[config.mk]
export PLATFORM = sky130hd
export DESIGN_NAME = mem_arbiter_rr
export DESIGN_NICKNAME = d
export VERILOG_FILES = /design/src/rtl/arb_pkg.sv /design/src/rtl/rr_pick.sv /design/src/rtl/mem_arbiter_rr.sv
export SDC_FILE = /design/constraint.sdc
export NUM_CORES = 1
export LEC_CHECK = 0
export ABC_AREA = 0
export CELL_PAD_IN_SITES_DETAIL_PLACEMENT = 0
export CELL_PAD_IN_SITES_GLOBAL_PLACEMENT = 1
export CORE_AREA = 4 4 532 534
export CTS_CLUSTER_SIZE = 24
export DETAILED_ROUTE_END_ITERATION = 6
export DIE_AREA = 0 0 536 538
export GPL_TIMING_DRIVEN = 0
export PLACE_DENSITY = 0.34
export SKIP_CTS_REPAIR_TIMING = 1
export SYNTH_ARGS = -nofsm -noshare
export SYNTH_HDL_FRONTEND = slang
export SYNTH_HIERARCHICAL = 1
export SYNTH_SLANG_ARGS = --single-unit
[constraint.sdc]
create_clock -name clk -period 2 [get_ports clk]
set_input_delay 0.4 -clock clk [delete_from_list [all_inputs] [get_ports clk]]
set_output_delay 0.4 -clock clk [all_outputs]
set_load 0.05 [all_outputs]
[src/rtl/arb_pkg.sv]
// Shared types and default widths for the round-robin memory arbiter.
package arb_pkg;

  typedef enum logic [1:0] {
    IDLE    = 2'd0,
    BUSY    = 2'd1,
    RECOVER = 2'd2
  } arb_state_t;

  typedef enum logic {
    OP_READ  = 1'b0,
    OP_WRITE = 1'b1
  } arb_op_t;

  localparam int unsigned DefaultLineWidth = 256;
  localparam int unsigned DefaultAddrWidth = 32;

endpackage

[src/rtl/rr_pick.sv]
// Combinational rotating-base priority picker: the first pending port at or after
// `base` (wrapping) wins. A base of zero gives plain lowest-index priority.
module rr_pick #(
  parameter int unsigned NUM_PORTS = 2
) (
  input  logic [NUM_PORTS-1:0]         pending,
  input  logic [$clog2(NUM_PORTS)-1:0] base,
  output logic [$clog2(NUM_PORTS)-1:0] idx,
  output logic                         valid
);

  localparam int unsigned IdxW = $clog2(NUM_PORTS);

  logic [IdxW-1:0] cand;

  always_comb begin
    idx   = '0;
    valid = 1'b0;
    cand  = '0;
    for (int unsigned k = 0; k < NUM_PORTS; k++) begin
      cand = IdxW'((32'(base) + k) % NUM_PORTS);
      if (!valid && pending[cand]) begin
        idx   = cand;
        valid = 1'b1;
      end
    end
  end

endmodule

[src/rtl/mem_arbiter_rr.sv]
// N-port cache-line arbiter onto a single downstream port with a frozen request snapshot.
// Define ARB_ROUND_ROBIN_EN for rotating priority; otherwise lowest index wins.
module mem_arbiter_rr
  import arb_pkg::*;
#(
  parameter int unsigned NUM_PORTS  = 2,
  parameter int unsigned LINE_WIDTH = DefaultLineWidth,
  parameter int unsigned ADDR_WIDTH = DefaultAddrWidth
) (
  input  logic                                 clk,
  input  logic                                 rst,
  input  logic [NUM_PORTS-1:0]                 req_read,
  input  logic [NUM_PORTS-1:0]                 req_write,
  input  logic [NUM_PORTS-1:0][ADDR_WIDTH-1:0] req_addr,
  input  logic [NUM_PORTS-1:0][LINE_WIDTH-1:0] req_wdata,
  output logic [LINE_WIDTH-1:0]                req_rdata,
  output logic [NUM_PORTS-1:0]                 req_resp,
  output logic [$clog2(NUM_PORTS)-1:0]         grant_id,
  output logic                                 grant_valid,
  output logic [ADDR_WIDTH-1:0]                arb_mem_address,
  output logic                                 arb_mem_read,
  output logic                                 arb_mem_write,
  output logic [LINE_WIDTH-1:0]                arb_mem_wdata,
  input  logic [LINE_WIDTH-1:0]                arb_mem_rdata,
  input  logic                                 arbiter_resp
);

  localparam int unsigned IdxW = $clog2(NUM_PORTS);

  arb_state_t              state_q, state_d;
  arb_op_t                 op_q, op_d;
  logic [IdxW-1:0]         gnt_q, gnt_d;
  logic [ADDR_WIDTH-1:0]   addr_q, addr_d;
  logic [LINE_WIDTH-1:0]   wdata_q, wdata_d;

  logic [IdxW-1:0]         base;
  logic [IdxW-1:0]         pick_idx;
  logic                    pick_valid;

`ifdef ARB_ROUND_ROBIN_EN
  logic [IdxW-1:0]         last_q, last_d;
  assign base = (last_q == IdxW'(NUM_PORTS - 1)) ? '0 : last_q + IdxW'(1);
`else
  assign base = '0;
`endif

  rr_pick #(
    .NUM_PORTS (NUM_PORTS)
  ) u_pick (
    .pending (req_read | req_write),
    .base    (base),
    .idx     (pick_idx),
    .valid   (pick_valid)
  );

  assign req_rdata = arb_mem_rdata;

  always_comb begin
    state_d         = state_q;
    op_d            = op_q;
    gnt_d           = gnt_q;
    addr_d          = addr_q;
    wdata_d         = wdata_q;
`ifdef ARB_ROUND_ROBIN_EN
    last_d          = last_q;
    grant_id        = gnt_q;
`else
    grant_id        = '0;
`endif
    req_resp        = '0;
    grant_valid     = 1'b0;
    arb_mem_read    = 1'b0;
    arb_mem_write   = 1'b0;
    arb_mem_address = '0;
    arb_mem_wdata   = '0;

    unique case (state_q)
      IDLE: begin
        if (pick_valid) begin
          // Write wins if a port illegally raises both strobes.
          op_d    = req_write[pick_idx] ? OP_WRITE : OP_READ;
          gnt_d   = pick_idx;
          addr_d  = req_addr[pick_idx];
          wdata_d = req_wdata[pick_idx];
`ifdef ARB_ROUND_ROBIN_EN
          last_d  = pick_idx;
`endif
          state_d = BUSY;
        end
      end
      BUSY: begin
        grant_valid     = 1'b1;
        grant_id        = gnt_q;
        arb_mem_read    = (op_q == OP_READ);
        arb_mem_write   = (op_q == OP_WRITE);
        arb_mem_address = addr_q;
        arb_mem_wdata   = wdata_q;
        if (arbiter_resp) begin
          // A reset in the same cycle abandons the transaction without a completion.
          req_resp[gnt_q] = !rst;
          state_d         = RECOVER;
        end
      end
      RECOVER: state_d = IDLE;
      default: state_d = IDLE;
    endcase
  end

  always_ff @(posedge clk) begin
    if (rst) begin
      state_q <= IDLE;
      op_q    <= OP_READ;
      gnt_q   <= '0;
      addr_q  <= '0;
      wdata_q <= '0;
`ifdef ARB_ROUND_ROBIN_EN
      last_q  <= IdxW'(NUM_PORTS - 1);
`endif
    end else begin
      state_q <= state_d;
      op_q    <= op_d;
      gnt_q   <= gnt_d;
      addr_q  <= addr_d;
      wdata_q <= wdata_d;
`ifdef ARB_ROUND_ROBIN_EN
      last_q  <= last_d;
`endif
    end
  end

  a_no_rd_and_wr: assert property (@(posedge clk) disable iff (rst)
    (req_read & req_write) == '0);

endmodule
### Yosys cells after proc, flatten, opt, wreduce, memory -nomap -nowiden

Index checks and enable logic that the tools add are counted.

* bits in registers: 292
* bits of input ports: 839
* output and inout bits: 550

* order comparisons: 3
* equal/unequal tests: 3
* mux-type cells: 23
* bitwise logic cells: 3
* reductions and logical operators: 7

Operators with widths (number)
* 256-bit 2-to-1 mux: 3
* 32-bit 2-to-1 mux: 3
* 1-bit 2-to-1 mux: 11
* 2-bit 2-to-1 mux: 4
* 1-bit by 2-bit less-than comparator with 1-bit output, second input constant: 2
* 2-bit inequality test, second input constant: 2
* 2-bit one-hot mux with 2 select lines: 1
* 2-bit AND reduction: 2
* 2-bit AND: 1
* 2-bit by 1-bit equality test with 1-bit output, second input constant: 1
* 1-bit logical AND: 2
* 1-bit zero test: 2
* 2-bit zero test: 1
* 2-bit bitwise OR: 1
* 1-bit demux with 1-bit select: 1
* 1-bit greater-or-equal comparator, second input constant: 1
* 1-bit inverter: 1

### Longest topological paths before layout

* word-level depth: 8
* mapped depth: 7

### Cells and area by module

The synthesis kept the hierarchy.

Modules (own cells, without submodules)
* mem_arbiter_rr: area an instance 17808.3 µm², cells an instance 1884, instances 1
* rr_pick: area an instance 17.5 µm², cells an instance 3, instances 1

### Worst setup path after synthesis

No wires, ideal clock.

* kind: register -> output
* start: register state_q[1]
* end: output req_resp[0]
* arrival time: 2382 ps
* cell stages (with the launch flop): 5
* slack: -782 ps
* path buffers: 2
* data required time: 1600 ps
* cell sequence: dfxtp_1 -> nand2b_1 -> clkbuf_1 -> clkbuf_1 -> nor4b_1

* word-level cells in the longest chain between the ends: 2

RTL lines
* start: declaration: line mem_arbiter_rr.sv:30 `arb_state_t state_q, state_d;`
* start signal: assignment: line mem_arbiter_rr.sv:120 `state_q <= state_d;`
* 2-bit by 1-bit equality test with 1-bit output: line mem_arbiter_rr.sv:77 `unique case (state_q)`
* 2-bit 2-to-1 mux: line mem_arbiter_rr.sv:77
* end: declaration: line mem_arbiter_rr.sv:17 `output logic [NUM_PORTS-1:0] req_resp,`

Every way passes these cells.

### Final worst setup path

* start: input req_write[0]
* end: register wdata_q[75]

* word-level cells in the longest chain between the ends: 7
* elaborated cells on any way between the ends: 9
* those cells by class: 5 x mux; 1 x bitwise; 3 x reduce/logical

RTL lines
* start: declaration: line mem_arbiter_rr.sv:13 `input logic [NUM_PORTS-1:0] req_write,`
* 2-bit bitwise OR: line mem_arbiter_rr.sv:50 `.pending (req_read | req_write),`
* 1-bit 2-to-1 mux: line rr_pick.sv:22 `if (!valid && pending[cand]) begin`
* 1-bit zero test: line rr_pick.sv:22
* 1-bit logical AND: line rr_pick.sv:22
* 1-bit 2-to-1 mux: line rr_pick.sv:22
* via pick_idx: line mem_arbiter_rr.sv:37 `logic [IdxW-1:0] pick_idx;`
* 256-bit 2-to-1 mux (implied by the code) (2 in series): line mem_arbiter_rr.sv:84 `wdata_d = req_wdata[pick_idx];`
* end signal: assignment: line mem_arbiter_rr.sv:124 `wdata_q <= wdata_d;`
* end: declaration: line mem_arbiter_rr.sv:34 `logic [LINE_WIDTH-1:0] wdata_q, wdata_d;`

The timed path passes the listed nets, and every way through them passes these cells. The select of a mux whose other input is x is not followed.
A chain may end at the register's enable or synchronous reset.

==> flow_summary.yaml <==
status:
  status: "finished, violations left"
  violations: "setup timing"
worst_setup_path:
  endpoint_kind: "flip-flop"
  crit_required_ns: 2.47
  cp-start-kind: "primary input"
  path_max_fanout: 10
  cp.arrival_ns: 2.91
  critPathKind: "in2reg"
global_route:
  grt_pass1_wl_um: 201500
  antenna_found_initial: 95
  grt-ovfl-total: 0
  grt_start_max_net_pins: 12
  grt_pass1_vias: 19337
  grtUsageTotal_pct: 10.58
power_and_ir_drop:
  peakVddDrop_uv: 497.5
  powerDensity_mw_per_mm2: 691.4
  p_total_mw: 25.03
  total_leakage_power_nw: 13.33
placement:
  place_hpwl_um: 142600
  place_congestion: 0.7917
  place_ws_ns: -2.990
  port_buffers: 1131
floorplanning:
  core_area_mm2: 0.2784
  die_area_mm2: 0.2884
  rows: 194
  start_util_pct: 6.403
  die_width_um: 536
  ioPinCount: 1389
  die_height_um: 538
timing:
  setup_ws_ns: -0.4410
  fin_setup_tns_ns: -205.94
  finalSetupViolCount: 584
  hold_violations: 0
  min_period_ns: 2.441
  max_freq_ghz: 0.4097
  finalCritPeriodShare_pct: 122.0
  rsz0062_at_grt: "true"
  drv_slew: 0
  skew_ns: 0.03515
  max_slew_margin_pct: 12.30
  worst_pin_slew_ns: 1.316
cts:
  cts_tree: "done"
  clk_latency_ns: 0.63
  cts.path.max_buffers: 3
  cts_root_buffer: "clkbuf_16"
  cts_buffers: 45
  htreeDepth: 2
  cts_sinks: 292
  clkTransAtPathRegs_ns: 0.06
route:
  drt-initial-drc-count: 613
  drc_errors: 0
  wl_per_cell_um: 23.91
  drtAntennaViolNets: 0
  vias: 18554
  vias_per_cell: 2.715
  drtPass1Iterations: 4
  drt_wl_total_um: 163400
layout:
  layout_common_cells: "837 x clkdlybuf4s50_1, 312 x buf_4, 291 x inv_1, 290 x dfxtp_1, 249 x mux2i_1"
  nets: 3908
  final_common_cell: "clkdlybuf4s50_1"
  area_growth_pct: 103.1
  layout-drive-gt1-share_pct: 36.57
synthesis:
  synth_warnings: 6
  ys_types: 22
  syn_inst: 1887
  ys_ff_latch: 292
  ys_seq_area_share_pct: 32.79
  avgSynthCellArea_um2: 9.447
  syn_area_mm2: 0.01783
  syn_nets: 2726
hold_path:
  worstHoldPathType: "in2reg"
run:
  drv_cap: 0
[logic make-up after synthesis]
family,Yosys count,synth area share [%]
AOI/OAI and AO/OA,291,22.71
buffers and inverters,709,21.53
DFF,292,32.79
muxes,290,16.28
other,1,0.02104
and+or+nand+nor,304,6.668
[Yosys cell counts]
| master | instances | area share (%) |
|---|---|---|
| and4b_1 | 1 | 0.056 |
| o32ai_2 | 200 | 18 |
| nor4b_1 | 1 | 0.049 |
| buf_4 | 258 | 11 |
| clkbuf_1 | 98 | 2.1 |
| nand2b_1 | 5 | 0.18 |
| buf_2 | 22 | 0.62 |
| conb_1 | 1 | 0.021 |
| dfxtp_1 | 292 | 33 |
| or2_2 | 2 | 0.070 |
| nor3b_1 | 2 | 0.084 |
| a211oi_1 | 1 | 0.042 |
| a21boi_1 | 1 | 0.042 |
| buf_1 | 16 | 0.34 |
| mux2i_1 | 290 | 16 |
| o32ai_1 | 89 | 4.4 |
| and2_1 | 1 | 0.035 |
| inv_1 | 291 | 6.1 |
| nor2_1 | 290 | 6.1 |
| buf_6 | 24 | 1.5 |
| or2_1 | 1 | 0.035 |
| or4b_1 | 1 | 0.056 |
[where the power goes]
part / internal, mW / switching [mW]
sequential: 6.45 / 0.143
clock: 5.38 / 3.40
combinational: 3.74 / 5.92
[stage by stage]
step	std cells	hold slack [ns]	utilization (%)	area (µm²)
3_3_place_gp	6742	0.4577	12.23	34040
2_1_floorplan	1887	0.4291	-	18060
6_report	6833	0.4146	13.00	36200
4_1_cts	6824	0.3233	12.80	35630
5_1_grt	6830	0.3495	13.00	36190
3_5_place_dp	6742	0.4717	12.23	34050
[sequential cells by signal, summed over array words and instances, names as in the netlist]
name and flops:
wdata_q 256, addr_q 32, state_q 2, gnt_q 1, op_q 1
[critical path: stages]
cell	delay, ns
clkdlybuf4s50_1	0.47
or2_2	0.36
a21boi_4	0.32
clkbuf_4	0.35
buf_2	0.39
mux2i_1	0.47
o32ai_2	0.13
[worst paths after layout]
check,startpoint,to,slack [ns],cells after the start
max,req_write[0],wdata_q[75],-0.44,7
min,req_wdata[130],wdata_q[130],0.41,3
max reg2reg,state_q[0],wdata_q[76],-0.03,5
min reg2reg,state_q[1],state_q[0],0.47,1
[layer usage]
layer | track usage (%) | vias up | share of wire, %
met3 | 4.983 | 248 | 11
met5 | 0 | - | 0.32
met1 | 10.92 | 8665 | 35
li1 | - | 8586 | -
met4 | 1.808 | 80 | 2.1
met2 | 19.59 | 975 | 51
[layout make-up]
class / count / area [µm²]
Antenna cell: 5 / 12.51
Buffer: 417 / 3137
Clock buffer: 65 / 1334
Clock inverter: 17 / 249.0
Fill cell: 31710 / 242200
Inverter: 291 / 1092
Multi-Input combinational cell: 886 / 8987
Sequential cell: 292 / 5851
Tap cell: 3724 / 4659
Timing Repair Buffer: 1136 / 10880
(Power assumes the default switching activity.)
